<file path="config.mk">
export PLATFORM = sky130hd
export DESIGN_NAME = systolic_mm_sequencer
export DESIGN_NICKNAME = d
export VERILOG_FILES = /design/src/rtl/matmul_pkg.sv /design/src/rtl/systolic_skew_feed.sv /design/src/rtl/systolic_mm_sequencer.sv
export SDC_FILE = /design/constraint.sdc
export NUM_CORES = 2
export LEC_CHECK = 0
export BUFFER_PORTS_ARGS = -buffer_cell sky130_fd_sc_hd__buf_4
export CAP_MARGIN = 20
export CORE_UTILIZATION = 55
export DETAILED_ROUTE_END_ITERATION = 16
export GPL_ROUTABILITY_DRIVEN = 0
export MAX_ROUTING_LAYER = met4
export PLACE_DENSITY = 0.75
export RECOVER_POWER = 100
export SETUP_SLACK_MARGIN = 0.5
export SLEW_MARGIN = 20
export SYNTH_ARGS = -nofsm -noshare
export SYNTH_HDL_FRONTEND = slang
export SYNTH_HIERARCHICAL = 1
export SYNTH_SLANG_ARGS = --single-unit
</file>
<file path="constraint.sdc">
create_clock -name clk -period 24 [get_ports clk]
set_input_delay 0 -clock clk [delete_from_list [all_inputs] [get_ports clk]]
set_output_delay 0 -clock clk [all_outputs]
set_load 0.02 [all_outputs]
</file>
<file path="src/rtl/matmul_pkg.sv">
// Shared constants, command encodings, address map and controller states for the
// systolic matrix-multiply sequencer.
package matmul_pkg;
  localparam int N    = 3;
  localparam int DW   = 16;
  localparam int ACCW = 32;
  localparam logic signed [DW-1:0] THRESH_RST = -16'sd70;

  localparam int RUN_CYCLES = 3 * N - 2;
  localparam int CYCW       = $clog2(RUN_CYCLES);

  localparam logic [1:0] OP_WRITE = 2'b00;
  localparam logic [1:0] OP_CLEAR = 2'b01;
  localparam logic [1:0] OP_START = 2'b10;
  localparam logic [1:0] OP_READ  = 2'b11;

  localparam logic [4:0] A_BASE    = 5'd0;
  localparam logic [4:0] B_BASE    = 5'd9;
  localparam logic [4:0] BIAS_BASE = 5'd18;
  localparam logic [4:0] THR_ADDR  = 5'd27;
  localparam logic [4:0] MASK_ADDR = 5'd28;

  typedef enum logic [1:0] {IDLE, RUN, CAPTURE, DONE} state_e;
endpackage

</file>
<file path="src/rtl/systolic_skew_feed.sv">
// Skewed edge feeds: row r of A and column c of B enter the grid r (or c) cycles late,
// so PE(i,j) sees A[i][k] and B[k][j] together at cycle i+j+k.
module systolic_skew_feed
  import matmul_pkg::*;
(
  input  logic                  run_i,
  input  logic [CYCW-1:0]       cyc_i,
  input  logic [N*N*DW-1:0]     a_i,
  input  logic [N*N*DW-1:0]     b_i,
  output logic [N*DW-1:0]       feed_a_o,
  output logic [N*DW-1:0]       feed_b_o
);

  always_comb begin
    feed_a_o = '0;
    feed_b_o = '0;
    if (run_i) begin
      for (int e = 0; e < N; e++) begin
        for (int k = 0; k < N; k++) begin
          if (cyc_i == CYCW'(e + k)) begin
            feed_a_o[e*DW +: DW] = a_i[(e*N + k)*DW +: DW];
            feed_b_o[e*DW +: DW] = b_i[(k*N + e)*DW +: DW];
          end
        end
      end
    end
  end

endmodule

</file>
<file path="src/rtl/systolic_mm_sequencer.sv">
// Operand store and run controller for the NxN output-stationary PE array: accepts
// PCPI-side commands, drives the skewed feed schedule, captures and thresholds results.
module systolic_mm_sequencer
  import matmul_pkg::*;
(
  input  logic                   clk,
  input  logic                   rst,
  input  logic                   cmd_valid,
  output logic                   cmd_ready,
  input  logic [1:0]             cmd_op,
  input  logic [4:0]             cmd_addr,
  input  logic [DW-1:0]          cmd_data,
  output logic                   rsp_valid,
  output logic [31:0]            rsp_data,
  output logic [N*DW-1:0]        feed_a,
  output logic [N*DW-1:0]        feed_b,
  output logic                   pe_en,
  output logic                   pe_load_bias,
  output logic [N*N*DW-1:0]      bias_out,
  input  logic [N*N*ACCW-1:0]    acc_in,
  output logic                   busy
);

  state_e                 state_q, state_d;
  logic [CYCW-1:0]        cyc_q, cyc_d;
  logic [N*N*DW-1:0]      a_q, a_d, b_q, b_d, bias_q, bias_d;
  logic signed [DW-1:0]   thr_q, thr_d;
  logic [N*N*ACCW-1:0]    acc_q, acc_d;
  logic [N*N-1:0]         mask_q, mask_d;
  logic                   rsp_valid_q, rsp_valid_d;
  logic [31:0]            rsp_data_q, rsp_data_d;
  logic signed [ACCW-1:0] thr_ext;

  assign thr_ext = {{(ACCW-DW){thr_q[DW-1]}}, thr_q};

  always_comb begin
    state_d     = state_q;
    cyc_d       = cyc_q;
    a_d         = a_q;
    b_d         = b_q;
    bias_d      = bias_q;
    thr_d       = thr_q;
    acc_d       = acc_q;
    mask_d      = mask_q;
    rsp_valid_d = 1'b0;
    rsp_data_d  = '0;
    case (state_q)
      IDLE: begin
        if (cmd_valid) begin
          case (cmd_op)
            OP_WRITE: begin
              rsp_valid_d = 1'b1;
              if (cmd_addr < B_BASE)
                a_d[int'(cmd_addr - A_BASE)*DW +: DW] = cmd_data;
              else if (cmd_addr < BIAS_BASE)
                b_d[int'(cmd_addr - B_BASE)*DW +: DW] = cmd_data;
              else if (cmd_addr < THR_ADDR)
                bias_d[int'(cmd_addr - BIAS_BASE)*DW +: DW] = cmd_data;
              else if (cmd_addr == THR_ADDR)
                thr_d = cmd_data;
            end
            OP_CLEAR: begin
              rsp_valid_d = 1'b1;
              a_d         = '0;
              b_d         = '0;
              bias_d      = '0;
              acc_d       = '0;
              mask_d      = '0;
              thr_d       = THRESH_RST;
            end
            OP_READ: begin
              rsp_valid_d = 1'b1;
              if (cmd_addr < B_BASE)
                rsp_data_d = acc_q[int'(cmd_addr)*ACCW +: ACCW];
              else if (cmd_addr == THR_ADDR)
                rsp_data_d = thr_ext;
              else if (cmd_addr == MASK_ADDR)
                rsp_data_d = {{(32-N*N){1'b0}}, mask_q};
            end
            default: begin
              state_d = RUN;
              cyc_d   = '0;
            end
          endcase
        end
      end
      RUN: begin
        cyc_d = cyc_q + CYCW'(1);
        if (cyc_q == CYCW'(RUN_CYCLES - 1))
          state_d = CAPTURE;
      end
      CAPTURE: begin
        acc_d = acc_in;
        for (int i = 0; i < N*N; i++)
          mask_d[i] = $signed(acc_in[i*ACCW +: ACCW]) >= thr_ext;
        // Response is registered here so it appears during DONE.
        rsp_valid_d = 1'b1;
        rsp_data_d  = {{(32-N*N){1'b0}}, mask_d};
        state_d     = DONE;
      end
      DONE:    state_d = IDLE;
      default: state_d = IDLE;
    endcase
  end

  always_ff @(posedge clk or posedge rst) begin
    if (rst) begin
      state_q     <= IDLE;
      cyc_q       <= '0;
      a_q         <= '0;
      b_q         <= '0;
      bias_q      <= '0;
      thr_q       <= THRESH_RST;
      acc_q       <= '0;
      mask_q      <= '0;
      rsp_valid_q <= 1'b0;
      rsp_data_q  <= '0;
    end else begin
      state_q     <= state_d;
      cyc_q       <= cyc_d;
      a_q         <= a_d;
      b_q         <= b_d;
      bias_q      <= bias_d;
      thr_q       <= thr_d;
      acc_q       <= acc_d;
      mask_q      <= mask_d;
      rsp_valid_q <= rsp_valid_d;
      rsp_data_q  <= rsp_data_d;
    end
  end

  assign cmd_ready    = (state_q == IDLE);
  assign busy         = (state_q == RUN) || (state_q == CAPTURE);
  assign pe_en        = (state_q == RUN);
  assign pe_load_bias = (state_q == RUN) && (cyc_q == '0);
  assign rsp_valid    = rsp_valid_q;
  assign rsp_data     = rsp_data_q;
  assign bias_out     = bias_q;

  systolic_skew_feed u_feed (
    .run_i    (state_q == RUN),
    .cyc_i    (cyc_q),
    .a_i      (a_q),
    .b_i      (b_q),
    .feed_a_o (feed_a),
    .feed_b_o (feed_b)
  );

endmodule

</file>
==> impl_table.tex <==
\begin{tabular}{lr}
\hline
Metric & Value \\
\hline
\multicolumn{2}{l}{\textbf{Run status}} \\
Status & finished with violations \\
Failing checks & capacitance limit, slew limit \\
\multicolumn{2}{l}{\textbf{Die}} \\
Horizontal extent of the die & between 200 and 300 um \\
I/O pin count & about 600 \\
Height of the die & roughly 280 um \\
Core Footprint & 0.0761 mm\^{}2 \\
Number of placement rows & 101 \\
Initial core utilization & 0.557 \\
Die area & slightly below 0.08 mm\^{}2 \\
\multicolumn{2}{l}{\textbf{Power}} \\
Highest ir drop seen on vdd & a little over 0.0001 V \\
Gate power share & 0.384 \\
Power share of the clock group & 0.271 \\
Pwr dens & 95.4 mW/mm\^{}2 \\
Net switching fraction of the power & 0.398 \\
Sequential power share & 0.345 \\
Total chip power & 4.98 mW \\
Internal power of the cells & 3.00 mW \\
Leak Pwr & about 25 nW \\
Net switching power of the design & $\sim$2 mW \\
\multicolumn{2}{l}{\textbf{Timing}} \\
Relative slew margins & -4.75 \\
Post-route clock period utilization & 0.458 \\
Max frequency & $\sim$0.091 GHz \\
Setup total negative slack & 0 ns \\
Transition time of the tightest slew-check pin & roughly 8.6 ns \\
Total setup violations reported at the end of the flow & 0 \\
Number of hold violations in the final report & 0 \\
Setup ws final & $\sim$13 ns \\
Setup repair after global routing missed its margin & false \\
Max-slew violation count & between 1000 and 1500 \\
Worst-case clock skew & $\sim$0.017 ns \\
Post-layout minimum cycle time & 10.98 ns \\
\multicolumn{2}{l}{\textbf{Logic synthesis}} \\
Main combinational cell family by area after synthesis & simple AND/OR/NAND/NOR gates \\
Post-Synth XOR/XNOR Area & 0.00283 \\
Simple-gate share of the synthesized area & 0.192 \\
Count of yosys warnings during synthesis & 6 \\
Seq/Total Area, Yosys & 0.462 \\
Flip-flop and latch count after synthesis & a little under 800 \\
Area of the mapped netlist & 0.0424 mm\^{}2 \\
Post-synthesis net count & just over 5000 \\
Number of enable flip-flop cells after synthesis & 0 \\
Multiplexer share of the synthesized area & 0.0588 \\
Main area contributors after synthesis & sky130\_fd\_sc\_hd\_\_dfrtp\_1 45\%, sky130\_fd\_sc\_hd\_\_ha\_1 9.3\%, sky130\_fd\_sc\_hd\_\_nand2\_1 8.6\%, sky130\_fd\_sc\_hd\_\_nand3\_1 5.5\%, sky130\_fd\_sc\_hd\_\_o21ai\_0 3.6\% \\
Most used flip-flop cell after synthesis & sky130\_fd\_sc\_hd\_\_dfrtp\_1 \\
Area fraction of the dominant cell type after synthesis & 0.454 \\
Gate count after technology mapping & 4502 \\
Adder-cell area share of the yosys netlist & 0.0932 \\
Mean instance size in the synthesized netlist & $\sim$9.4 um\^{}2 \\
Cell accounting for the most synthesized area & sky130\_fd\_sc\_hd\_\_dfrtp\_1 \\
Number of distinct library cells after synthesis & between 80 and 90 \\
Share of synthesized flip-flops with an asynchronous set or reset & 1.00 \\
Area fraction in compound gates after synthesis & 0.153 \\
\multicolumn{2}{l}{\textbf{Global routing}} \\
Global-route track usage on met3 & 0.0931 \\
Met1 usage & 0.511 \\
Wire length of the first global-routing pass & 238000 um \\
Congestion Overflow GR & 0 \\
Via count of the first global-routing pass & around 39000 \\
Top Usage Layer GRT & met2 \\
GRT met2 Usage & 0.621 \\
Largest net degree at the start of global routing & between 200 and 250 \\
Gr usage total & 0.414 \\
Antenna violations before repair & 13 \\
\multicolumn{2}{l}{\textbf{CTS}} \\
Number of buffers inserted by post-CTS setup repair & 0 \\
CTS tree & yes \\
Sink count of the clock tree & 783 \\
Number of buffers between clock root and the deepest sink & 3 \\
CTS H-Tree Depth & 3 \\
CTS clk-pin slew, worst paths & 0.06 ns \\
CTS buffer count & 83 \\
Skew-Pair Late Insertion Delay & about 0.65 ns \\
Gates resized, CTS repair & 0 \\
Post-cts hold buffer count & around 310 \\
Root buffer cell & sky130\_fd\_sc\_hd\_\_clkbuf\_16 \\
\multicolumn{2}{l}{\textbf{Critical path}} \\
Worst Setup Path Type & input port to async pin \\
Data required, critical path & around 23 ns \\
Worst path slowest cell & sky130\_fd\_sc\_hd\_\_clkbuf\_1 \\
Reg-to-reg endpoint & acc\_q[115] \\
Longest individual stage delay on the worst path & approximately 6.2 ns \\
Kind of end point of the critical path & async pin \\
Cell family with the largest share of critical-path delay & buffers and inverters \\
Depth of the critical timing path with buffers and inverters included & 4 \\
Worst endpoint data arrival time & roughly 9.6 ns \\
Slack of the worst reg-to-reg path & between 10 and 15 ns \\
Sum of buffers and inverters on the critical path & 4 \\
Source of the critical timing path & rst \\
Source of the worst register-to-register timing path & state\_q[0] \\
Largest driver fanout on the critical path & 166 \\
Capturing element of the worst setup path & b\_q[28] \\
Category of the worst setup path launch point & input port \\
Worst path cell trace & dlygate4sd3\_1, clkbuf\_4, clkinvlp\_2, clkbuf\_1 \\
Number of cells on the worst reg-to-reg path & 9 \\
\multicolumn{2}{l}{\textbf{Cells and area}} \\
Proportion of layout cells with a drive suffix above 1 & 0.115 \\
Post-synthesis to final-layout area growth & 23.1\% \\
Post-layout nets & between 5000 and 6000 \\
Most frequent standard cell in the layout excluding fill and tap cells & sky130\_fd\_sc\_hd\_\_nand2\_1 \\
Commonest cells after routing, fill and taps aside & 974 x sky130\_fd\_sc\_hd\_\_nand2\_1, 769 x sky130\_fd\_sc\_hd\_\_dfrtp\_1, 462 x sky130\_fd\_sc\_hd\_\_nand3\_1 \\
\multicolumn{2}{l}{\textbf{Drt}} \\
Pre-antenna DRT Iters & 8 \\
Total wire length & between 150000 and 200000 um \\
1st-iter DRT viols & $\sim$5000 \\
Via density & 6.37 \\
Average wire per cell in the routed design & approximately 25 um \\
Number of DRC violations after detailed routing & 0 \\
ANT nets after route & 0 \\
DR vias & about 40000 \\
\multicolumn{2}{l}{\textbf{Hold path}} \\
Worst min-delay path startpoint & acc\_in[204] \\
Hold Path Class & input port to register \\
\multicolumn{2}{l}{\textbf{Placed design}} \\
Pre-CTS setup slack & about 19 ns \\
HPWL reported at the end of detailed placement & between 100000 and 150000 um \\
IO Port Bufs & 590 \\
\multicolumn{2}{l}{\textbf{Flow run}} \\
Maximum capacitance violations & 25 \\
\hline
\end{tabular}
==> metal layers <==
metal | routed length [um] | vias up
met1 | 58600 | 19600
li1 | - | 17600
met4 | 11300 | 0
met2 | 73000 | 2465
met3 | 16100 | 656
met5 | 0 | -
==> worst min-delay path, cell delays in order <==
cell and delay, ns:
sky130_fd_sc_hd__dlygate4sd3_1 0.52, sky130_fd_sc_hd__buf_4 0.11, sky130_fd_sc_hd__nand3_1 0.07, sky130_fd_sc_hd__nand2_1 0.06
==> cells in the mapped netlist, drive strengths merged, types with 17 or more instances <==
library cell  number
nand2            975
dfrtp            770
nand3            463
o21ai            322
ha               316
a21oi            239
clkbuf           239
o31ai            143
nor2             108
buf               89
nand4             72
nor3              67
o2bb2ai           66
mux4              64
nand2b            64
inv               60
a21o              57
mux2              50
mux2i             49
o211a             32
a31oi             26
a22o              18
a32o              17
==> power by group through the flow <==
stage	sequential, mW	combinational [mW]	clock [mW]
after floorplan	1.68	1.22	0
after global placement	1.72	1.73	0
after detailed placement	1.73	1.79	0
after CTS	1.71	1.84	1.35
after global routing	1.74	2.07	1.41
final	1.72	1.91	1.35
==> sequential cells by signal (all words and copies together), names as in the netlist, 3 cells and up <==
| name | flops |
|---|---|
| rsp_data | 32 |
| acc_q | 288 |
| thr_q | 16 |
| mask_q | 9 |
| cyc_q | 3 |
| a_q | 144 |
| b_q | 144 |
| bias_out | 144 |
==> metrics by stage <==
stage / cell area, um^2 / hold slack [ns] / utilization / instances
2_1_floorplan: 42400 / 0.145 / - / 4502
3_3_place_gp: 47300 / 0.179 / 0.622 / 5840
3_5_place_dp: 47300 / 0.180 / 0.622 / 5843
4_1_cts: 53300 / 0.0723 / 0.700 / 6307
5_1_grt: 52200 / 0.168 / 0.686 / 6329
6_report: 52200 / 0.152 / 0.686 / 6332
==> worst min path at each step <==
stage | cells past startpoint | end
after floorplan | 2 | acc_q[193]
after global placement | 2 | a_q[134]
after detailed placement | 2 | a_q[32]
after CTS | 3 | a_q[64]
after global routing | 4 | acc_q[7]
final | 4 | acc_q[204]
==> area by class of cell <==
| type | instances | area [um^2] |
|---|---|---|
| antenna | 16 | 40.0 |
| clock buffer | 121 | 2380 |
| tap | 1030 | 1290 |
| inverter | 62 | 236 |
| sequential | 783 | 19600 |
| multi-input combinational | 3329 | 21300 |
| timing repair buffer | 961 | 6950 |
| fill | 5943 | 23900 |
| clock inverter | 30 | 420 |
==> kinds of logic after synthesis <==
kind of cell | Yosys count
AOI/OAI and AO/OA | 1014
and+or+nand+nor | 1824
xor gates and xnor gates | 12
DFF | 783
buffers and inverters | 390
adders and majority gates | 316
muxes | 163
Power figures use the tool's default switching activity.
